## config.mk

```make
export PLATFORM = sky130hd
export DESIGN_NAME = apb_master
export DESIGN_NICKNAME = d
export VERILOG_FILES = /design/src/rtl/apb_pkg.sv /design/src/rtl/apb_master_timer.sv /design/src/rtl/apb_master.sv
export SDC_FILE = /design/constraint.sdc
export NUM_CORES = 1
export LEC_CHECK = 0
export ABC_AREA = 1
export CORE_ASPECT_RATIO = 1.4
export CORE_MARGIN = 3
export CORE_UTILIZATION = 50
export CTS_CLUSTER_SIZE = 14
export DETAILED_ROUTE_END_ITERATION = 8
export DONT_BUFFER_PORTS = 1
export PLACE_DENSITY = 0.69
export SLEW_MARGIN = 10
export SYNTH_ARGS = -nofsm -noshare
export SYNTH_HDL_FRONTEND = slang
export SYNTH_SLANG_ARGS = --single-unit
```

## constraint.sdc

```tcl
create_clock -name i_clk -period 1.33 [get_ports i_clk]
set_input_delay 0.133 -clock i_clk [delete_from_list [all_inputs] [get_ports i_clk]]
set_output_delay 0.133 -clock i_clk [all_outputs]
set_load 0.02 [all_outputs]
```

## src/rtl/apb_pkg.sv

```systemverilog
// apb_pkg: shared FSM state encoding and default bus widths for apb_master.
package apb_pkg;
    typedef enum logic [1:0] {IDLE, SETUP, ACCESS, RESP} apb_state_e;
    localparam int APB_ADDR_W = 32;
    localparam int APB_DATA_W = 32;
endpackage

```

## src/rtl/apb_master_timer.sv

```systemverilog
// apb_master_timer: counts stalled ACCESS cycles and flags the one that reaches TIMEOUT_CYCLES.
module apb_master_timer #(
    parameter int TIMEOUT_CYCLES = 16
) (
    input  logic i_clk,
    input  logic i_rst_n,
    input  logic i_clear,
    input  logic i_inc,
    output logic o_timeout
);
    localparam int CW = $clog2(TIMEOUT_CYCLES + 1);
    logic [CW-1:0] cnt;
    always_ff @(posedge i_clk or negedge i_rst_n)
        if (!i_rst_n) cnt <= '0;
        else if (i_clear) cnt <= '0;
        else if (i_inc) cnt <= cnt + 1'b1;
    // The stalled cycle that would bring the count to TIMEOUT_CYCLES ends the access.
    assign o_timeout = i_inc && cnt == CW'(TIMEOUT_CYCLES - 1);
endmodule

```

## src/rtl/apb_master.sv

```systemverilog
// apb_master: single-outstanding command-to-APB bridge (IDLE/SETUP/ACCESS/RESP).
// Define APB_MASTER_TIMEOUT_EN to abort ACCESS after TIMEOUT_CYCLES stalled cycles.
module apb_master
    import apb_pkg::*;
#(
    parameter int ADDR_W         = APB_ADDR_W,
    parameter int DATA_W         = APB_DATA_W,
    parameter int TIMEOUT_CYCLES = 16
) (
    input  logic              i_clk,
    input  logic              i_rst_n,
    input  logic              i_cmd_valid,
    output logic              o_cmd_ready,
    input  logic [ADDR_W-1:0] i_cmd_addr,
    input  logic              i_cmd_write,
    input  logic [DATA_W-1:0] i_cmd_wdata,
    output logic              o_rsp_valid,
    input  logic              i_rsp_ready,
    output logic [DATA_W-1:0] o_rsp_rdata,
    output logic              o_rsp_err,
    output logic [ADDR_W-1:0] o_paddr,
    output logic              o_psel,
    output logic              o_penable,
    output logic              o_pwrite,
    output logic [DATA_W-1:0] o_pwdata,
    input  logic [DATA_W-1:0] i_prdata,
    input  logic              i_pready,
    input  logic              i_pslverr
);
    apb_state_e state, state_nx;
    logic live, timeout, done;

`ifdef APB_MASTER_TIMEOUT_EN
    apb_master_timer #(.TIMEOUT_CYCLES(TIMEOUT_CYCLES)) u_timer (
        .i_clk    (i_clk),
        .i_rst_n  (i_rst_n),
        .i_clear  (state == SETUP),
        .i_inc    (state == ACCESS && !i_pready),
        .o_timeout(timeout)
    );
`else
    // No wait limit in this build; TIMEOUT_CYCLES is inert.
    assign timeout = TIMEOUT_CYCLES < 0;
`endif

    assign done = state == ACCESS && (i_pready || timeout);

    // live holds off o_cmd_ready until the first edge after reset release.
    always_ff @(posedge i_clk or negedge i_rst_n)
        if (!i_rst_n) begin
            state <= IDLE;
            live  <= 1'b0;
        end else begin
            state <= state_nx;
            live  <= 1'b1;
        end

    always_comb begin
        state_nx = state;
        case (state)
            IDLE:    state_nx = (o_cmd_ready && i_cmd_valid) ? SETUP : IDLE;
            SETUP:   state_nx = ACCESS;
            ACCESS:  state_nx = done ? RESP : ACCESS;
            RESP:    state_nx = i_rsp_ready ? IDLE : RESP;
            default: state_nx = IDLE;
        endcase
    end

    always_comb begin
        o_cmd_ready = live && state == IDLE;
        o_psel      = state == SETUP || state == ACCESS;
        o_penable   = state == ACCESS;
        o_rsp_valid = state == RESP;
    end

    always_ff @(posedge i_clk or negedge i_rst_n)
        if (!i_rst_n) begin
            o_paddr  <= '0;
            o_pwrite <= 1'b0;
            o_pwdata <= '0;
        end else if (o_cmd_ready && i_cmd_valid) begin
            o_paddr  <= i_cmd_addr;
            o_pwrite <= i_cmd_write;
            o_pwdata <= i_cmd_wdata;
        end

    // A timeout completes with error and zero data regardless of the slave.
    always_ff @(posedge i_clk or negedge i_rst_n)
        if (!i_rst_n) begin
            o_rsp_rdata <= '0;
            o_rsp_err   <= 1'b0;
        end else if (done) begin
            o_rsp_rdata <= (i_pready && !o_pwrite) ? i_prdata : '0;
            o_rsp_err   <= i_pready ? i_pslverr : 1'b1;
        end
endmodule
```

==> impl_metrics.py <==
metrics = {
    "clocking": {
        "cts.clk_slew.worst_paths_ns": 0.09,
        "holdBufCountCts": 100,
        "htreeDepth": 3,
        "clkSinkCount": 101,
        "root_buffer": "clkbuf_8",
        "cts_buffers": 9,
        "cts_tree": "built",
        "clockBufferDepth": 2,
        "insertion_delay_ns": 0.35,
    },
    "finish": {
        "fin_area_um2": 5734,
        "nNetsFinal": 664,
        "final_cell_mix": "nand2_1 (200), dfrtp_1 (101), dlygate4sd3_1 (100)",
        "post-route-util": 0.7309,
        "final_common_cell": "nand2_1",
        "area_delta_synth_final_pct": 41.02,
        "nFillCells": 518,
        "drive_above_1_share": 0.1016,
        "n_antenna_cell": 0,
        "fin_cells": 661,
    },
    "outcome": {
        "violations": "hold timing, setup timing",
        "status": "complete, but fails checks",
    },
    "place": {
        "gp_congestion": 0.7825,
        "port-buffer-count": 0,
        "place_area_um2": 4200,
        "dp.cells": 532,
        "dpl.hpwl_mm": 6.359,
    },
    "global_routing": {
        "grt.overflow.total": 0,
        "grt_pass1_vias": 3604,
        "antenna_found_initial": 0,
        "gr-usage-all-layers": 0.2452,
        "grt_max_degree": 102,
        "grt_pass1_wl_mm": 17.40,
    },
    "floorplan": {
        "core_um2": 7845,
        "io_pins": 205,
        "initial_core_util": 0.5183,
        "num_rows": 38,
        "die_x_um": 82.22,
        "die_area_um2": 9266,
        "die_y_um": 112.7,
    },
    "sta": {
        "finalCritPeriodShare": 1.088,
        "rsz0062_at_grt": "true",
        "skew_ns": 0.008130,
        "final.min_clock_period_ns": 1.447,
        "setup_viol": 31,
        "maxSlewViolCount": 0,
        "worst_pin_slew_ns": 0.5093,
        "setup_ws_ns": -0.1172,
        "fmax_mhz": 691.0,
        "hold_viol_final": 167,
        "relSlewSlack": 0.6599,
        "timing.hold.ws_ns": -0.5341,
    },
    "yosys": {
        "syn_area_um2": 4066,
        "synth_seq_cells": 101,
        "synthCells": 449,
        "syn_nets": 557,
        "synth_area_leaders": "dfrtp_1 (62%), nand2_1 (19%), nand3_1 (8.4%)",
        "yosysSeqAreaShare": 0.6215,
        "yosys.area.top_type": "dfrtp_1",
        "avgSynthCellArea_um2": 9.057,
        "yosys_warnings": 0,
        "synth_top_area_frac": 0.6215,
        "synth.distinct_cells": 14,
    },
    "flow_run": {
        "maxCapViolCount": 0,
    },
    "route": {
        "final_antenna_net_count": 0,
        "drcViolationCount": 0,
        "drt_wl_total_mm": 12.22,
        "num_vias": 3559,
        "drt-pass1-iter-count": 5,
        "drt_first_iter_violations": 214,
        "wire_per_inst_um": 18.49,
        "viasPerCell": 5.384,
    },
    "power": {
        "power.density_nw_per_um2": 2343,
        "total_power_mw": 13.43,
        "vdd_drop_max_mv": 1.321,
        "p_leak_nw": 2.865,
    },
    "setup_path": {
        "required_ns": 1.20,
        "rr_worst_depth": 8,
        "reg2reg_from": "state[1]",
        "crit_fanout": 3,
        "setup.worst_path.start_class": "register",
        "path_class": "reg2out",
        "cp-end-kind": "output port",
        "r2r_slack_ns": -0.10,
        "worstReg2RegEnd": "o_pwdata[12]",
        "startpoint": "state[1]",
        "cp.arrival_ns": 1.31,
    },
    "hold_path": {
        "min_path_type": "in2async",
    },
}
==> power by group <==
group | switching (mW) | total (mW) | internal (mW)
combinational | 2.16 | 4.06 | 1.91
clock | 1.02 | 2.12 | 1.11
sequential | 2.80 | 7.25 | 4.44
==> layer usage <==
metal | global-route usage | part of all wire | up-vias | routed length [µm]
met5 | 0 | 0 | - | 0
met4 | 0.08980 | 0.023 | 0 | 279
met3 | 0.07962 | 0.095 | 21 | 1164
met2 | 0.4218 | 0.53 | 212 | 6481
met1 | 0.2773 | 0.35 | 1682 | 4299
li1 | - | - | 1644 | -
==> worst max path at each step <==
stage	endpoint	slack [ns]	depth (start not counted)
detailed placement	o_paddr[30]	-0.04	6
global placement	o_pwdata[11]	0.03	6
global route	o_pwdata[12]	-0.18	8
CTS	o_penable	-0.12	4
finish	o_penable	-0.12	4
floorplan	o_rsp_rdata[0]	0.06	7
==> synth_stat cells <==
| cell | n |
|---|---|
| a21oi_1 | 1 |
| buf_1 | 2 |
| buf_2 | 8 |
| buf_4 | 14 |
| clkbuf_1 | 7 |
| conb_1 | 1 |
| dfrtp_1 | 101 |
| ha_1 | 5 |
| inv_1 | 4 |
| inv_2 | 2 |
| nand2_1 | 202 |
| nand3_1 | 68 |
| nor2_1 | 2 |
| o21ai_1 | 32 |
==> per-stage QoR <==
stage               hold slack, ns  setup WS, ns  TNS (ns)
floorplan                  -0.1626       0.05817         0
global placement           -0.1606       0.02721         0
detailed placement         -0.1605      -0.04357   -0.7094
CTS                        -0.5559       -0.1208   -0.4719
global route               -0.5763       -0.1842    -7.591
finish                     -0.5341       -0.1172    -1.408
==> registers in the layout, summed over array words and instances, names as in the netlist <==
signal       count
o_pwrite         1
o_paddr         32
o_pwdata        32
live             1
o_rsp_rdata     32
state            2
o_rsp_err        1
==> timing repair <==
item                       CTS  global route
gates cloned                 1             6
resized for setup           15             9
hold endpoints to repair   201           167
setup endpoints to repair   32           102
setup buffers                6             0
pin swaps                    2             0
==> critical path, stage by stage, from the launching register on <==
cell and delay [ns]:
dfrtp_1 0.40, buf_4 0.16, buf_6 0.13, ha_4 0.16
buf_6 0.13
==> logic make-up after synthesis <==
kind of cell | count (synthesis) | synth area share
buffers and inverters | 37 | 0.04954
DFF | 101 | 0.6215
other | 1 | 0.0009222
AOI/OAI and AO/OA | 33 | 0.04061
and+or+nand+nor | 272 | 0.2720
adders and majority gates | 5 | 0.01538
==> cell type report <==
type	instances	area, µm²	share of cell area
clock buffer	10	137.6	0.02400
clock inverter	6	86.33	0.01506
multi-input combinational	311	1423	0.2481
timing repair buffer	127	1413	0.2463
tap	100	125.1	0.02182
sequential	101	2527	0.4408
inverter	6	22.52	0.003928
Power figures use the tool's default switching activity.
